==> src/rtl/button_debouncer.sv <==
// Push-button conditioner: per-channel 2-flop synchronizer, stability counter,
// debounced level output and one-cycle rise/fall strobes. Every output is a
// flop, so nothing combinational reaches the outputs from the pads.
module button_debouncer #(
    parameter int   NUM_BUTTONS     = 2,
    parameter int   DEBOUNCE_CYCLES = 120000,
    parameter logic RESET_LEVEL     = 1'b0
) (
    input  logic                   clock,
    input  logic                   reset,
    input  logic [NUM_BUTTONS-1:0] button_in,
    output logic [NUM_BUTTONS-1:0] button_out,
    output logic [NUM_BUTTONS-1:0] button_rise,
    output logic [NUM_BUTTONS-1:0] button_fall
);

    // Counter just wide enough for DEBOUNCE_CYCLES; it saturates at the
    // acceptance point and is cleared there, so it never wraps.
    localparam int                CNT_W    = $clog2(DEBOUNCE_CYCLES + 1);
    localparam logic [CNT_W-1:0]  CNT_LAST = CNT_W'(DEBOUNCE_CYCLES - 1);
    localparam logic [CNT_W-1:0]  CNT_ONE  = CNT_W'(1);

    genvar gi;
    generate
        for (gi = 0; gi < NUM_BUTTONS; gi++) begin : g_chan
            logic             r_sync1;
            logic             r_sync2;
            logic             r_out;
            logic             r_rise;
            logic             r_fall;
            logic [CNT_W-1:0] r_count;
            logic             w_differs;
            logic             w_accept;
            logic [CNT_W-1:0] w_count_next;

            // Stability tracking: any agreement between the synchronized pad
            // and the output discards partial credit; acceptance happens on the
            // last cycle of an unbroken disagreement window.
            always_comb begin
                w_differs    = (r_sync2 != r_out);
                w_accept     = w_differs && (r_count == CNT_LAST);
                w_count_next = '0;
                if (w_differs && !w_accept) begin
                    w_count_next = r_count + CNT_ONE;
                end
            end

            // Synchronizer, counter, debounced level and strobes; reset puts
            // everything in the idle state so neither edge of reset strobes.
            always_ff @(posedge clock or posedge reset) begin
                if (reset) begin
                    r_sync1 <= RESET_LEVEL;
                    r_sync2 <= RESET_LEVEL;
                    r_out   <= RESET_LEVEL;
                    r_count <= '0;
                    r_rise  <= 1'b0;
                    r_fall  <= 1'b0;
                end else begin
                    r_sync1 <= button_in[gi];
                    r_sync2 <= r_sync1;
                    r_count <= w_count_next;
                    r_rise  <= w_accept && r_sync2;
                    r_fall  <= w_accept && !r_sync2;
                    if (w_accept) begin
                        r_out <= r_sync2;
                    end
                end
            end

            assign button_out[gi]  = r_out;
            assign button_rise[gi] = r_rise;
            assign button_fall[gi] = r_fall;
        end
    endgenerate

endmodule

==> config.mk <==
export PLATFORM = sky130hd
export DESIGN_NAME = button_debouncer
export DESIGN_NICKNAME = d
export VERILOG_FILES = /design/src/rtl/button_debouncer.sv
export SDC_FILE = /design/constraint.sdc
export NUM_CORES = 1
export LEC_CHECK = 0
export CAP_MARGIN = 30
export CORE_MARGIN = 1.5
export CORE_UTILIZATION = 40
export DETAILED_ROUTE_END_ITERATION = 8
export PLACE_DENSITY = 0.57
export SYNTH_ARGS = -nofsm -noshare
export SYNTH_HDL_FRONTEND = slang
export SYNTH_SLANG_ARGS = --single-unit
==> constraint.sdc <==
create_clock -name clock -period 2 [get_ports clock]
set_clock_uncertainty 0.15 [all_clocks]
set_input_delay 0.3 -clock clock [delete_from_list [all_inputs] [get_ports clock]]
set_output_delay 0.3 -clock clock [all_outputs]
set_load 0.02 [all_outputs]
### Word-level counts from Yosys, hierarchy flattened

Cells that the tools add are included.

* eq/ne operators: 4
* reduce and logical (&&, ||, !) cells: 12
* multiplexer cells: 2
* add/subtract/negate cells: 2

Operators by type and width (number)
* $add A17 B1 Y17 const B: 2
* $eq A17 B17 Y1 const B: 2
* $mux W17: 2
* $logic_and A1 B1 Y1: 8
* $logic_not A1 Y1: 4
* $ne A1 B1 Y1: 2

* output and inout port bits: 6
* word-level logic and storage cells: 32
* flip-flop bits (word level): 44
* input bits: 4

### Longest topological paths before layout

Gate-level depths: netlist of run 1.

* depth after elaboration: 5
* depth in mapped cells: 6
* mapped depth without buffers: 5

### Least setup slack after synthesis of run 1

No wires, ideal clock.

* path kind: reg-to-reg
* start point: register g_chan[0].r_count[11]
* end point: register g_chan[0].r_out
* path buffers: 0
* data arrival time: 1468 ps
* cell stages (with the launch flop): 5
* period minus slack after synthesis: 1743 ps
* slack: 257 ps
* setup time: 125 ps
* data required time: 1725 ps
* cell sequence: dfrtp_1 > and4bb_1 > nand4_1 > or3_4 > mux2_4

* cells in the longest elaborated chain, start to end: 2

Ends and longest elaborated chain
* start, declared: line 31 `logic [CNT_W-1:0] r_count;`
* start signal, assigned: line 61 `r_count <= w_count_next;`
* $eq A17 B17 Y1: line 41 `w_accept = w_differs && (r_count == CNT_LAST);`
* $logic_and A1 B1 Y1: line 41
* end signal, assigned: line 65 `r_out <= r_sync2;`
* end, declared: line 28 `logic r_out;`

Every way passes these cells.
A chain may end at the register's enable or synchronous reset.

### Final worst setup path of run 1

Ends and elaborated chain as after synthesis.

==> results of run 1 <==
layout make-up:
cell class                 count  area [um^2]
timing repair buffer          13          133
sequential                    44         1100
fill                         491         2720
inverter                       4         15.0
tap                           70         87.6
clock buffer                   6         82.6
multi-input combinational    144          922
clock inverter                 2         10.0
metrics by stage:
step           worst slack (ns)  hold WS [ns]  util, %
4_1_cts                   0.167         0.105     46.3
6_report                  0.173         0.103     46.3
3_3_place_gp              0.212         0.185     44.5
2_1_floorplan             0.257         0.181        -
5_1_grt                  0.0255         0.132     46.3
3_5_place_dp              0.181         0.190     44.5
sequential cells by signal, indices dropped and copies added (netlist names):
register and flops:
g_chan.r_sync2 2, g_chan.r_rise 2, g_chan.r_sync1 2, g_chan.r_out 2, g_chan.r_fall 2, g_chan.r_count 34
power breakdown:
| group | total, mW | internal, mW | switching (mW) |
|---|---|---|---|
| logic | 0.0672 | 0.0264 | 0.0409 |
| registers | 0.917 | 0.903 | 0.0146 |
| clock network | 0.573 | 0.276 | 0.298 |
worst register-to-register path: cells and delay by family, from the launching register on:
kind / cells / cell delay (ns)
mux: 1 / 0.30
simple gates: 3 / 0.85
flops: 1 / 0.42
logic make-up (layout without fill, tap and decap cells):
family | count (synthesis) | count (layout) | share of synthesized area [%]
compound gates | 1 | 1 | 1.01
xor+xnor | 32 | 32 | 13.4
fa+ha+maj | 2 | 2 | 1.19
buf+inv | 13 | 25 | 3.52
flops | 44 | 44 | 52.5
mux | 2 | 2 | 1.25
simple gates | 107 | 107 | 27.1
how the worst min path moves through the flow:
stage	to	slack [ns]	cells past startpoint
after floorplan	g_chan[0].r_sync2$_DFF_PP0_	0.18	0
after global placement	g_chan[0].r_sync2$_DFF_PP0_	0.19	0
after detailed placement	g_chan[1].r_sync2$_DFF_PP0_	0.19	0
after CTS	g_chan[0].r_count[4]$_DFF_PP0_	0.10	2
after global routing	g_chan[0].r_count[4]$_DFF_PP0_	0.13	2
final	g_chan[0].r_count[2]$_DFF_PP0_	0.10	2
routing by layer:
| metal | GRT usage (%) | up-vias | routed length (um) |
|---|---|---|---|
| met5 | 0 | - | 0 |
| met4 | 5.36 | 0 | 51 |
| met3 | 3.97 | 5 | 135 |
| met2 | 19.7 | 24 | 1500 |
| met1 | 23.8 | 676 | 2040 |
| li1 | - | 716 | - |
cell usage after synthesis:
library cell / instances / area [um^2]
dfrtp_1: 44 / 1100
nor2_1: 38 / 143
xnor2_1: 24 / 210
nand3_1: 13 / 65.1
nand2_1: 10 / 37.5
nand4_1: 10 / 62.6
nor4_1: 10 / 62.6
nor3_1: 9 / 45.0
xor2_1: 8 / 70.1
buf_4: 6 / 45.0
inv_1: 4 / 15.0
nor3b_1: 4 / 30.0
and3_1: 2 / 12.5
and4_1: 2 / 17.5
buf_2: 2 / 10.0
ha_1: 2 / 25.0
nand4_2: 2 / 25.0
nor4b_1: 2 / 17.5
and3_2: 1 / 7.51
and4bb_1: 1 / 12.5
clkbuf_1: 1 / 3.75
mux2_2: 1 / 11.3
mux2_4: 1 / 15.0
nand3_2: 1 / 10.0
nor4bb_1: 1 / 10.0
o31ai_4: 1 / 21.3
or3_4: 1 / 11.3
cell usage in the layout (no fill, tap or decap), drive strengths merged:
cell / n
nor2: 38
and4: 2
clkinv: 3
nor4bb: 1
dfrtp: 44
nor3: 9
o31ai: 1
or3: 1
nor4: 10
nand3: 14
mux2: 2
and3: 3
nor4b: 2
clkbuf: 6
ha: 2
xnor2: 24
nand2: 10
buf: 4
nor3b: 4
xor2: 8
and4bb: 1
clkdlybuf4s50: 9
nand4: 12
inv: 3
==> results.yml, run 1 <==
run_status:
  run_status: "complete, no violations"
global_route:
  grt_usage_pct: 15.1
  grt_pass1_vias: 1335
  grt_pass1_wl_um: 6360
  grt_overflow: 0
  grt_antenna_before_repair: 0
  grt_max_degree: 35
floorplanning:
  io_pins: 10
  die_h_um: 75.4
  die_x_um: 75.4
  placementRows: 26
  initial_core_util_pct: 41.3
  fp.dieArea_um2: 5690
  coreArea_um2: 5070
critical_path:
  r2r_start: "g_chan[0].r_count[11]$_DFF_PP0_"
  crit_chain: "and4bb_1, nand4_1, or3_4, mux2_4"
  start_kind: "flip-flop"
  cp.required_ns: 2.04
  crit_end: "g_chan[0].r_out$_DFFE_PP0P_"
  worstPathArrival_ns: 1.86
  crit_family: "simple AND/OR/NAND/NOR gates"
  critPathBufInv: 0
  r2r_cells: 4
  crit_slowest_cell: "dfrtp_1"
  reg2reg_to: "g_chan[0].r_out$_DFFE_PP0P_"
  reg2reg_setup_slack_ns: 0.17
  crit_fanout: 4
  cpPeakStageDelay_ns: 0.42
  startpoint: "g_chan[0].r_count[11]$_DFF_PP0_"
  crit_type: "reg -> reg"
  worst-path-stages: 4
  endpoint_kind: "flip-flop"
drt:
  drt_iter0_markers: 62
  vias: 1421
  ant_nets: 0
  wl_per_cell_um: 13.1
  drc: 0
  routed_wl_um: 3720
  via_per_inst: 5.02
  firstDrtPassIters: 4
clock_network:
  post_cts_buffers: 0
  htreeDepth: 2
  cts.sinks: 44
  clk_latency_ns: 0.30
  clk_pin_slew_ns: 0.08
  cts_tree: "done"
  cts-root-buf: "clkbuf_8"
  cts_resized: 0
  numCtsBuffers: 5
  clockBufferDepth: 2
  hold_buffers: 0
logic_synthesis:
  syn_area_um2: 2100
  avgSynthCellArea_um2: 10.4
  yosysWarnings: 0
  syn_nets: 207
  ys_seq_area_share_pct: 52.5
  ys_ff_latch: 44
  syn_inst: 201
  yosysUniqueCellTypes: 27
pwr:
  fin_total_pwr_mw: 1.56
  vdd_drop_max_uv: 317
  leakage_nw: 0.935
  powerDensity_nw_per_um2: 663
place:
  gp_congestion: 0.768
  dp_cells: 275
  dpl_cell_area_um2: 2260
  place_hpwl_um: 2520
  io_buffers: 9
timing:
  fmax_mhz: 547
  slew_headroom_pct: 71.9
  finalSetupViolCount: 0
  finalCritPeriodShare_pct: 91.3
  period_minus_slack_ns: 1.83
  tightest_slew_ns: 0.419
  grt_setup_unrepaired: "false"
  hold_viol: 0
  slew_viol_final: 0
  fin_tns_setup_ns: 0
flow_run:
  drv_cap: 0
finish:
  final_cells: 283
  drive_gt1_share_pct: 9.39
  antenna_cells: 0
  syn_to_final_growth_pct: 12.1
  fin_area_um2: 2350
  nNetsFinal: 218
hold_path:
  min_path_type: "in -> async"
No activity file was read; power rests on OpenSTA's default activity.
==> run 2: changes to the inputs <==
ABC_AREA = 1   (was default)
==> run 2 against run 1 <==
  * Register-to-register slack gained 0.18 ns
  * Synthesized cell count grew 46%
  * Fmax grew 3.6%
  * Final cell count grew 33%
  * Clock power grew 2%
  * Setup slack gained 0.063 ns
  * First-iteration DRC count grew 27%
  * Power grew 0.34%
  * Sequential power shrank 0.5%
  * Largest cell class unchanged
==> results.yml, run 2 <==
clock_network:
  cts_resized: 0
  post_cts_buffers: 0
  cts.sinks: 44
  cts-root-buf: "clkbuf_8"
  clk_pin_slew_ns: 0.09
  clockBufferDepth: 2
  hold_buffers: 0
  clk_latency_ns: 0.30
  numCtsBuffers: 5
  cts_tree: "done"
  htreeDepth: 2
pwr:
  clkPwrFrac_pct: 37.4
  powerDensity_nw_per_um2: 618
  vdd_drop_max_uv: 235
  internal_power_mw: 1.20
  p_sw_uw: 361
  p_seq_share_pct: 58.3
  switching_share_pct: 23.1
  power_frac_comb_pct: 4.3
  leakage_nw: 1.09
global_route:
  grt_pass1_vias: 1652
  grt_antenna_before_repair: 0
  grt_max_degree: 45
  grt_pass1_wl_um: 7480
  grt_overflow: 0
  grt_usage_pct: 15.3
critical_path:
  cpPeakStageDelay_ns: 0.62
  cp.required_ns: 1.55
  crit_type: "reg -> out"
  crit_fanout: 4
  worstPathArrival_ns: 1.31
  crit_slowest_cell: "clkdlybuf4s50_1"
  crit_chain: "clkdlybuf4s50_1"
  critPathBufInv: 1
  start_kind: "flip-flop"
  endpoint_kind: "output pin"
  crit_family: "buffers and inverters"
finish:
  layout_commonest_cell: "nand2_1"
  num-fill-cells: 550
  most-common-layout-cells: "nand2_1, nor2_1, dfrtp_1"
  largest_reg_flops: 34
  regMostFlops: "g_chan.r_count"
  final-seq-area_um2: 1100
  fin_area_um2: 2530
  syn_to_final_growth_pct: 9.78
  antenna_cells: 0
  nNetsFinal: 308
  multi_input_area_um2: 1020
  drive_gt1_share_pct: 7.92
logic_synthesis:
  synth_area_leaders: "dfrtp_1, nand2_1, nor2_1"
  synthMostInstantiatedCell: "nand2_1"
  syn_area_um2: 2300
  ys_ff_latch: 44
  synthArstFlopShare_pct: 100
  syn_inst: 293
  synthTopCellsByCount: "nand2_1, nor2_1, dfrtp_1"
  yosysWarnings: 0
  synth_top_area_share_pct: 47.8
  synth_edf_count: 0
  yosysUniqueCellTypes: 25
  synth_area_leader_cell: "dfrtp_1"
  syn_nets: 299
  synth_ff_type: "dfrtp_1"
  avgSynthCellArea_um2: 7.86
  ys_seq_area_share_pct: 47.8
place:
  io_buffers: 9
  place_hpwl_um: 2950
  gp_congestion: 0.837
  dpl_cell_area_um2: 2430
timing:
  hold_viol: 0
  fmax_mhz: 567
  slew_headroom_pct: 82.7
  grt_setup_unrepaired: "false"
  slew_viol_final: 0
  finalSetupViolCount: 0
  period_minus_slack_ns: 1.76
  finalCritPeriodShare_pct: 88.2
  fin_tns_setup_ns: 0
  tightest_slew_ns: 0.259
drt:
  wl_per_cell_um: 11.1
  vias: 1754
  ant_nets: 0
  drt_iter0_markers: 79
  firstDrtPassIters: 4
  via_per_inst: 4.68
  routed_wl_um: 4160
  drc: 0
floorplanning:
  coreArea_um2: 5540
  placementRows: 27
  die_h_um: 78.9
  io_pins: 10
  die_x_um: 78.9
  initial_core_util_pct: 41.6
  fp.dieArea_um2: 6220
hold_path:
  min_path_type: "in -> async"
run_status:
  run_status: "complete, no violations"
flow_run:
  drv_cap: 0
run 2: final cells by class:
type	instances	share of cell area [%]
multi-input combinational	211	40.4
tap	72	3.56
sequential	44	43.6
inverter	30	4.46
clock buffer	6	3.27
timing repair buffer	10	4.36
clock inverter	2	0.396
run 2: worst min-delay path, cell delays in order:
cell	delay [ns]
clkdlybuf4s50_1	0.41
inv_2	0.07
buf_12	0.23
run 2: path summary, 6_finish.rpt:
path | from | end | slack (ns) | cells past startpoint
setup / recovery | g_chan[0].r_out$_DFFE_PP0P_ | button_out[0] | 0.24 | 1
hold / removal | reset | g_chan[1].r_count[12]$_DFF_PP0_ | 0.19 | 3
setup reg to reg | g_chan[1].r_count[0]$_DFF_PP0_ | g_chan[1].r_count[14]$_DFF_PP0_ | 0.35 | 8
hold reg to reg | g_chan[1].r_sync1$_DFF_PP0_ | g_chan[1].r_sync2$_DFF_PP0_ | 0.21 | 0
max in group asynchronous | reset | g_chan[0].r_fall$_DFF_PP0_ | 1.29 | 3
min in group clock | g_chan[1].r_sync1$_DFF_PP0_ | g_chan[1].r_sync2$_DFF_PP0_ | 0.21 | 0
run 2: stage by stage:
step / util [%] / std cells / setup slack, ns / hold WS [ns] / total power, mW
3_5_place_dp: 43.9 / 367 / 0.367 / 0.186 / 0.999
4_1_cts: 45.6 / 375 / 0.221 / 0.198 / 1.59
2_1_floorplan: - / 293 / 0.519 / 0.181 / 0.978
3_3_place_gp: 43.9 / 367 / 0.356 / 0.182 / 0.999
6_report: 45.6 / 375 / 0.236 / 0.188 / 1.56
5_1_grt: 45.6 / 375 / 0.169 / 0.215 / 1.63
run 2: logic make-up (layout without fill, tap and decap cells):
kind of cell	Yosys count	in the layout	share of synthesized area [%]
compound gates	12	12	2.93
xor+xnor	17	17	6.47
fa+ha+maj	2	2	1.09
buf+inv	38	48	7.83
flops	44	44	47.8
simple gates	180	180	33.9
run 2: routing by layer:
layer  vias up  global-route usage [%]  routed length, um
met5         -                       0                  0
met2        19                    23.8               1840
li1        909                       -                  -
met1       821                    20.8               2130
met3         5                    3.79                122
met4         0                    5.44                 63
run 2: power groups by stage:
stage	registers, mW	logic [mW]	clock network [mW]
2_1_floorplan	0.928	0.0508	0
4_1_cts	0.912	0.0699	0.609
3_5_place_dp	0.930	0.0696	0
6_report	0.912	0.0667	0.584
5_1_grt	0.914	0.0786	0.641
3_3_place_gp	0.929	0.0699	0
